$ cat config.mk
export PLATFORM = sky130hd
export DESIGN_NAME = shared_arith_scheduler
export DESIGN_NICKNAME = d
export VERILOG_FILES = /design/src/rtl/shared_arith_scheduler.sv
export SDC_FILE = /design/constraint.sdc
export NUM_CORES = 1
export LEC_CHECK = 0
export CORE_MARGIN = 5
export CORE_UTILIZATION = 45
export DETAILED_ROUTE_END_ITERATION = 12
export HOLD_SLACK_MARGIN = 0.15
export PLACE_DENSITY = 0.72
export SLEW_MARGIN = 20
export SYNTH_ARGS = -nofsm -noshare
export SYNTH_HDL_FRONTEND = slang
export SYNTH_SLANG_ARGS = --single-unit
$ cat constraint.sdc
create_clock -name i_clk -period 6.2 [get_ports i_clk]
set_clock_uncertainty 0.1 [all_clocks]
set_input_delay 1.55 -clock i_clk [delete_from_list [all_inputs] [get_ports i_clk]]
set_output_delay 1.55 -clock i_clk [all_outputs]
set_load 0.005 [all_outputs]
$ cat src/rtl/shared_arith_scheduler.sv
// Round-robin scheduler sharing one ADD / iterative shift-add MUL unit
// between N requesters; one transaction in flight, tagged response.
module shared_arith_scheduler #(
  parameter int N = 4,
  parameter int W = 10
) (
  input  logic                                  i_clk,
  input  logic                                  i_rst,
  input  logic [N-1:0]                          i_req_valid,
  output logic [N-1:0]                          o_req_ready,
  input  logic [N-1:0]                          i_req_op,
  input  logic [N*W-1:0]                        i_req_a,
  input  logic [N*W-1:0]                        i_req_b,
  output logic                                  o_resp_valid,
  input  logic                                  i_resp_ready,
  output logic [((N > 1) ? $clog2(N) : 1)-1:0]  o_resp_id,
  output logic [W-1:0]                          o_resp_data,
  output logic                                  o_resp_ovf,
  output logic                                  o_busy
);

  localparam int IDW = (N > 1) ? $clog2(N) : 1;
  localparam int CW  = (W > 1) ? $clog2(W) : 1;

  typedef enum logic [1:0] {
    S_IDLE,
    S_EXEC,
    S_RESP
  } state_t;

  state_t           state_q, state_d;
  logic [IDW-1:0]   rr_q, rr_d;
  logic [IDW-1:0]   id_q, id_d;
  logic             op_q, op_d;
  logic [2*W-1:0]   mcand_q, mcand_d;
  logic [W-1:0]     mplier_q, mplier_d;
  logic [2*W-1:0]   acc_q, acc_d;
  logic [CW-1:0]    cnt_q, cnt_d;
  logic             rvalid_q, rvalid_d;
  logic [IDW-1:0]   rid_q, rid_d;
  logic [W-1:0]     rdata_q, rdata_d;
  logic             rovf_q, rovf_d;

  logic             gnt_found;
  logic [IDW-1:0]   gnt_idx;
  logic [W:0]       sum_c;
  logic [2*W-1:0]   acc_nx;

  // First valid requester at or after rr_q, wrapping.
  always_comb begin
    gnt_found = 1'b0;
    gnt_idx   = '0;
    for (int i = 0; i < N; i++) begin
      if (!gnt_found && i_req_valid[(int'(rr_q) + i) % N]) begin
        gnt_found = 1'b1;
        gnt_idx   = IDW'((int'(rr_q) + i) % N);
      end
    end
  end

  always_comb begin
    o_req_ready = '0;
    if (state_q == S_IDLE && gnt_found && !i_rst)
      o_req_ready = N'(1) << gnt_idx;
  end

  always_comb begin
    state_d  = state_q;
    rr_d     = rr_q;
    id_d     = id_q;
    op_d     = op_q;
    mcand_d  = mcand_q;
    mplier_d = mplier_q;
    acc_d    = acc_q;
    cnt_d    = cnt_q;
    rvalid_d = rvalid_q;
    rid_d    = rid_q;
    rdata_d  = rdata_q;
    rovf_d   = rovf_q;
    sum_c    = {1'b0, mcand_q[W-1:0]} + {1'b0, mplier_q};
    acc_nx   = acc_q + (mplier_q[0] ? mcand_q : '0);
    unique case (state_q)
      S_IDLE: begin
        if (gnt_found) begin
          op_d     = i_req_op[gnt_idx];
          mcand_d  = {{W{1'b0}}, i_req_a[int'(gnt_idx)*W +: W]};
          mplier_d = i_req_b[int'(gnt_idx)*W +: W];
          acc_d    = '0;
          cnt_d    = '0;
          id_d     = gnt_idx;
          rr_d     = IDW'((int'(gnt_idx) + 1) % N);
          state_d  = S_EXEC;
        end
      end
      S_EXEC: begin
        if (!op_q) begin
          rdata_d  = sum_c[W-1:0];
          rovf_d   = sum_c[W];
          rid_d    = id_q;
          rvalid_d = 1'b1;
          state_d  = S_RESP;
        end else begin
          acc_d    = acc_nx;
          mcand_d  = mcand_q << 1;
          mplier_d = mplier_q >> 1;
          cnt_d    = cnt_q + 1'b1;
          if (cnt_q == CW'(W - 1)) begin
            rdata_d  = acc_nx[W-1:0];
            rovf_d   = |acc_nx[2*W-1:W];
            rid_d    = id_q;
            rvalid_d = 1'b1;
            state_d  = S_RESP;
          end
        end
      end
      S_RESP: begin
        if (i_resp_ready) begin
          rvalid_d = 1'b0;
          state_d  = S_IDLE;
        end
      end
      default: state_d = S_IDLE;
    endcase
  end

  always_ff @(posedge i_clk or posedge i_rst) begin
    if (i_rst) begin
      state_q  <= S_IDLE;
      rr_q     <= '0;
      id_q     <= '0;
      op_q     <= 1'b0;
      mcand_q  <= '0;
      mplier_q <= '0;
      acc_q    <= '0;
      cnt_q    <= '0;
      rvalid_q <= 1'b0;
      rid_q    <= '0;
      rdata_q  <= '0;
      rovf_q   <= 1'b0;
    end else begin
      state_q  <= state_d;
      rr_q     <= rr_d;
      id_q     <= id_d;
      op_q     <= op_d;
      mcand_q  <= mcand_d;
      mplier_q <= mplier_d;
      acc_q    <= acc_d;
      cnt_q    <= cnt_d;
      rvalid_q <= rvalid_d;
      rid_q    <= rid_d;
      rdata_q  <= rdata_d;
      rovf_q   <= rovf_d;
    end
  end

  assign o_resp_valid = rvalid_q;
  assign o_resp_id    = rid_q;
  assign o_resp_data  = rdata_q;
  assign o_resp_ovf   = rovf_q;
  assign o_busy       = (state_q != S_IDLE);

endmodule

# Yosys cells after proc, flatten, opt, wreduce, memory -nomap -nowiden
# Index checks and enable logic that the tools add are counted.
# op_classes
n_bitwise	3
div_mod_pow	0
reduce_logical	22
n_eq_ne	8
magnitude_cmp	5
n_shift	3
n_mux	50
n_addsub	7
multipliers	1
# op_table
op	n
20-bit 2-to-1 mux	5
20-bit case mux with 2 select lines	2
10-bit 2-to-1 mux	4
40-bit by 32-bit indexed part select with 10-bit output	1
40-bit by 7-bit indexed part select with 10-bit output	1
20-bit adder	1
2-bit 2-to-1 mux	10
10-bit case mux with 2 select lines	1
1-bit 2-to-1 mux	17
3-bit by 4-bit less-than comparator with 1-bit output, second input constant	3
4-bit 2-to-1 mux	3
10-bit by 10-bit adder with 11-bit output	1
1-bit binary-select mux with 2-bit select	5
10-bit OR reduction	1
3-bit AND reduction	3
4-bit case mux with 2 select lines	1
2-bit by 3-bit less-than comparator with 1-bit output, second input constant	2
2-bit != test, second input constant	3
2-bit case mux with 3 select lines	1
2-bit nonzero test	3
2-bit OR reduction	3
1-bit logical AND	5
2-bit by 3-bit multiplier with 5-bit output, second input constant	1
2-bit by 1-bit adder with 2-bit output, second input constant	2
other kinds (13)	20
# word_totals
romBits	0
memories	0
wordCells	111
latchBits	0
input_bits	91
mem_bits_rw	0
register_bits	75
output_inout_bits	19

# Logic depth before layout (Yosys ltp)
# logic_depth
ltp_word	18
ltp_mapped	13

# Worst setup path after synthesis
# OpenSTA, ideal clock, no wires.
# synth_path
path_type	input-to-output
startpoint	input i_rst
endpoint	output o_req_ready[0]
required_ns	4.550
path_stages	2
n_path_buf	0
path_slack_ns	1.036
t_arrival_ns	3.514
path_cell_list	inv_1 -> and3_1
# synth_between
elab_chain_cells	3
# synth_rtl
item	line_no	source
start, declared	8	input logic i_rst,
1-bit zero test (no line)	-	
1-bit logical AND	63	if (state_q == S_IDLE && gnt_found && !i_rst)
4-bit 2-to-1 mux	63	
end, declared	10	output logic [N-1:0] o_req_ready,
# Every way passes these cells.

# Final worst setup path
# layout_path
startpoint	input i_req_valid[0]
endpoint	output o_req_ready[0]
# layout_between
elab_chain_cells	15
word_cells_on_any_way	29
cone_classes	shift: 1; mux: 20; reduce/logical: 8
# layout_rtl
item	line_no	source
start, declared	9	input logic [N-1:0] i_req_valid,
1-bit binary-select mux with 2-bit select	54	if (!gnt_found && i_req_valid[(int'(rr_q) + i) % N]) begin
1-bit 2-to-1 mux (implied by the code)	54	
1-bit 2-to-1 mux	54	
1-bit zero test	54	
1-bit logical AND	54	
1-bit 2-to-1 mux	54	
1-bit zero test	54	
1-bit logical AND	54	
1-bit 2-to-1 mux	54	
1-bit zero test	54	
1-bit logical AND	54	
1-bit 2-to-1 mux	54	
1-bit logical AND (2 in a row)	63	
4-bit 2-to-1 mux *	63	
# Every way passes the cells marked *; elsewhere a longest branch is shown, timed or not. The select of a mux whose other input is x is not followed.

==> reports/results.txt <==
Worst setup margin: 0.964 ns
Filler Cell Count: 1060
Fmax: 191 MHz
Status: completed
IO Count: 110
Max H-tree Level: 3
List of most frequent post-synthesis cells: nand2_1, dfrtp_1, o21ai_0
Average size of a mapped cell: 7.99 um^2
Post CTS Setup Buffer Count: 0
Maximum clock insertion buffer count: 2
Worst setup SP type: input pin
Max transition margin: 36.4%
Die H: 120 um
Synth unique cells: 55
Die X: 120 um
Layout cells sized above 1: 5.04%
Largest net degree at the start of global routing: 76
Overflow left after global routing: 0
First-pass GRT wire length: 25.4 mm
Reg clk slew, reported paths: 0.06 ns
Cts bufs inserted: 9
Tmin final: 5.24 ns
Post-synth top area share: 34.4%
Net Count, Synth: 810
Power density cells: 420 nW/um^2
Fin util: 57.9%
Sequential area share after synthesis: 34.4%
Critical path class: input pin to output port
CTS tree: yes
Grt met1 use: 28.8%
Worst Path Required: 4.55 ns
Initial Utilization: 45.6%
Starting DRT DRC Count: 396
Busiest grt layer: met2
Worst-skew pair later-pin latency: 0.34 ns
Cell family with most CP delay: buffers and inverters
Routed len/inst: 16.0 um
Dpl hpwl: 11.0 mm
Final non-filler cell total: 921
Buffer and inverter count on the worst path: 3
Post-DRT Antenna Nets: 0
Pleak: 0.00311 uW
Post-Syn Area: 5450 um^2
Crit path capture type: output port
Area leader, netlist: dfrtp_1
Residual DRC: 0
Period utilization: 84.4%
CTS Hold Bufs: 0
Gr usage total: 21.3%
Number of global-route vias before repair: 5236
EDFF count, synth: 0
Most used DFF post-synth: dfrtp_1
Core area: 12000 um^2
CP dominant cell by count: clkdlybuf4s50_1
Top post-synthesis cells by area: dfrtp_1, nand2_1, ha_1
Clk sink count: 75
Mapped Cells: 682
Worst VDD drop: 0.000212 V
Worst Tran Pin Value: 0.954 ns
Syn. warnings: 0
Pins over their slew limit: 0
Final #Nets: 897
Final-report hold violation count: 0
# rows: 40
Number of max-cap violations: 0
Gp weighted congestion: 0.914
Count leader, synth: nand2_1
Diodes inserted: 0
CTS Root Cell: clkbuf_16
P&R area growth vs syn: 27.1%
Placed insts: 905
Yosys reg bits: 75
Vias/cell: 5.64
Met2 usage: 33.9%
Peak fanout along the critical path: 5
Post-synth ARST share: 100%
Post-route setup TNS: 0 ns
GRT met3 Usage: 5.42%
RSZ-0062 raised after global routing: false
Die area: 14400 um^2
Hold Crit Class: flop to flop
Pre-Repair DR Iteration Count: 5
Port Buffers: 109
# setup viols final: 0
Via count: 5191
CP max stage delay: 0.46 ns
Cell chain of the critical path: clkdlybuf4s50_1, nor2b_1, nor3_1, a21oi_1, nor2_2, inv_1, ha_1, and3_1, clkdlybuf4s50_1
Post_cts resized: 0
Post-place setup slack: 0.941 ns
Routed wire length: 14.7 mm
Crit path max-delay cell type: clkdlybuf4s50_1
Initial antenna violation count: 0
Crit path arrival time: 3.59 ns
## worst register-to-register path, cell delays in order, from the launching register on
cell and delay (ns):
dfrtp_1 0.70, ha_1 0.33, ha_1 0.23, fa_1 0.29, a211oi_2 0.12, o211a_1 0.27
o31ai_1 0.34, mux2_2 0.37, o311ai_0 0.34, o211ai_1 0.17, nor4_1 0.41, nor3_1 0.09
## metrics by stage
stage	total power [uW]	area (um^2)	hold WS [ns]
final	2910	6930	0.378
after global routing	3180	6930	0.408
after global placement	2340	6630	0.353
after detailed placement	2400	6630	0.366
after floorplan	1910	5450	0.339
after CTS	2930	6930	0.382
## cells by family (layout without fill, tap and decap cells)
group	Yosys count	in the layout	share of synthesized area, %
muxes	6	6	1.12
and+or+nand+nor	289	289	24.4
adders and majority gates	37	37	8.77
AOI/OAI and AO/OA	196	196	23.5
DFF	75	75	34.4
buffers and inverters	56	148	3.99
xor gates and xnor gates	23	23	3.70
## state kept, by name, indices dropped and copies added (netlist names)
signal,flops
acc_q,20
cnt_q,4
id_q,2
mcand_q,20
mplier_q,10
o_resp_data,10
o_resp_id,2
o_resp_ovf,1
o_resp_valid,1
op_q,1
rr_q,2
state_q,2
## power breakdown
group          leakage (uW)  switching [uW]  internal [uW]
clock              0.000146             208            312
combinational       0.00199             901            639
sequential         0.000981             186            665
total               0.00311            1300           1620
## worst paths after layout
path                                   to  slack (ns)  cells after the start      startpoint
setup / recovery           o_req_ready[0]        0.96                      9  i_req_valid[0]
hold / removal             o_resp_data[0]        0.38                      2  o_resp_data[0]
setup reg to reg               o_resp_ovf        2.30                     11     mplier_q[0]
hold reg to reg            o_resp_data[0]        0.38                      2  o_resp_data[0]
max in group asynchronous        acc_q[4]        3.58                      3           i_rst
min in group asynchronous         rr_q[1]        1.79                      3           i_rst
## metal layers
metal | vias to the layer above | wire (um)
li1 | 2594 | -
met5 | - | 0
met3 | 22 | 1160
met4 | 0 | 235
met1 | 2394 | 6570
met2 | 181 | 6750
## cells in the final DEF, fill, tap and decap left out, types with 2 or more instances in the layout
cell / n
nor2b_1: 3
and3_1: 6
o21ai_0: 57
o21a_1: 9
nor2_2: 2
o211ai_1: 7
a211oi_1: 23
o31a_1: 2
xnor2_1: 15
nand2_1: 151
clkinv_2: 2
clkinv_4: 3
clkbuf_16: 9
a31oi_1: 2
o21bai_1: 4
and2_1: 30
inv_1: 14
o21ai_1: 2
and2_0: 10
nand3_1: 33
nor4_1: 3
a21oi_1: 44
a21o_1: 8
fa_1: 2
nor3_1: 8
buf_4: 8
nand4_1: 4
dfrtp_1: 75
or3_1: 4
a311oi_1: 18
clkdlybuf4s50_1: 109
o31ai_1: 6
mux2i_1: 5
o21ai_2: 2
ha_1: 35
nor2_1: 26
nand2b_1: 2
xor2_1: 8
## layout make-up
class,count,area [um^2],area share [%]
clock buffer,10,229,3.31
sequential,75,1880,27.1
clock inverter,6,66.3,0.957
tap,147,184,2.66
multi-input combinational,551,3360,48.6
timing repair buffer,117,1150,16.6
inverter,15,56.3,0.813
No activity file was read; power rests on OpenSTA's default activity.
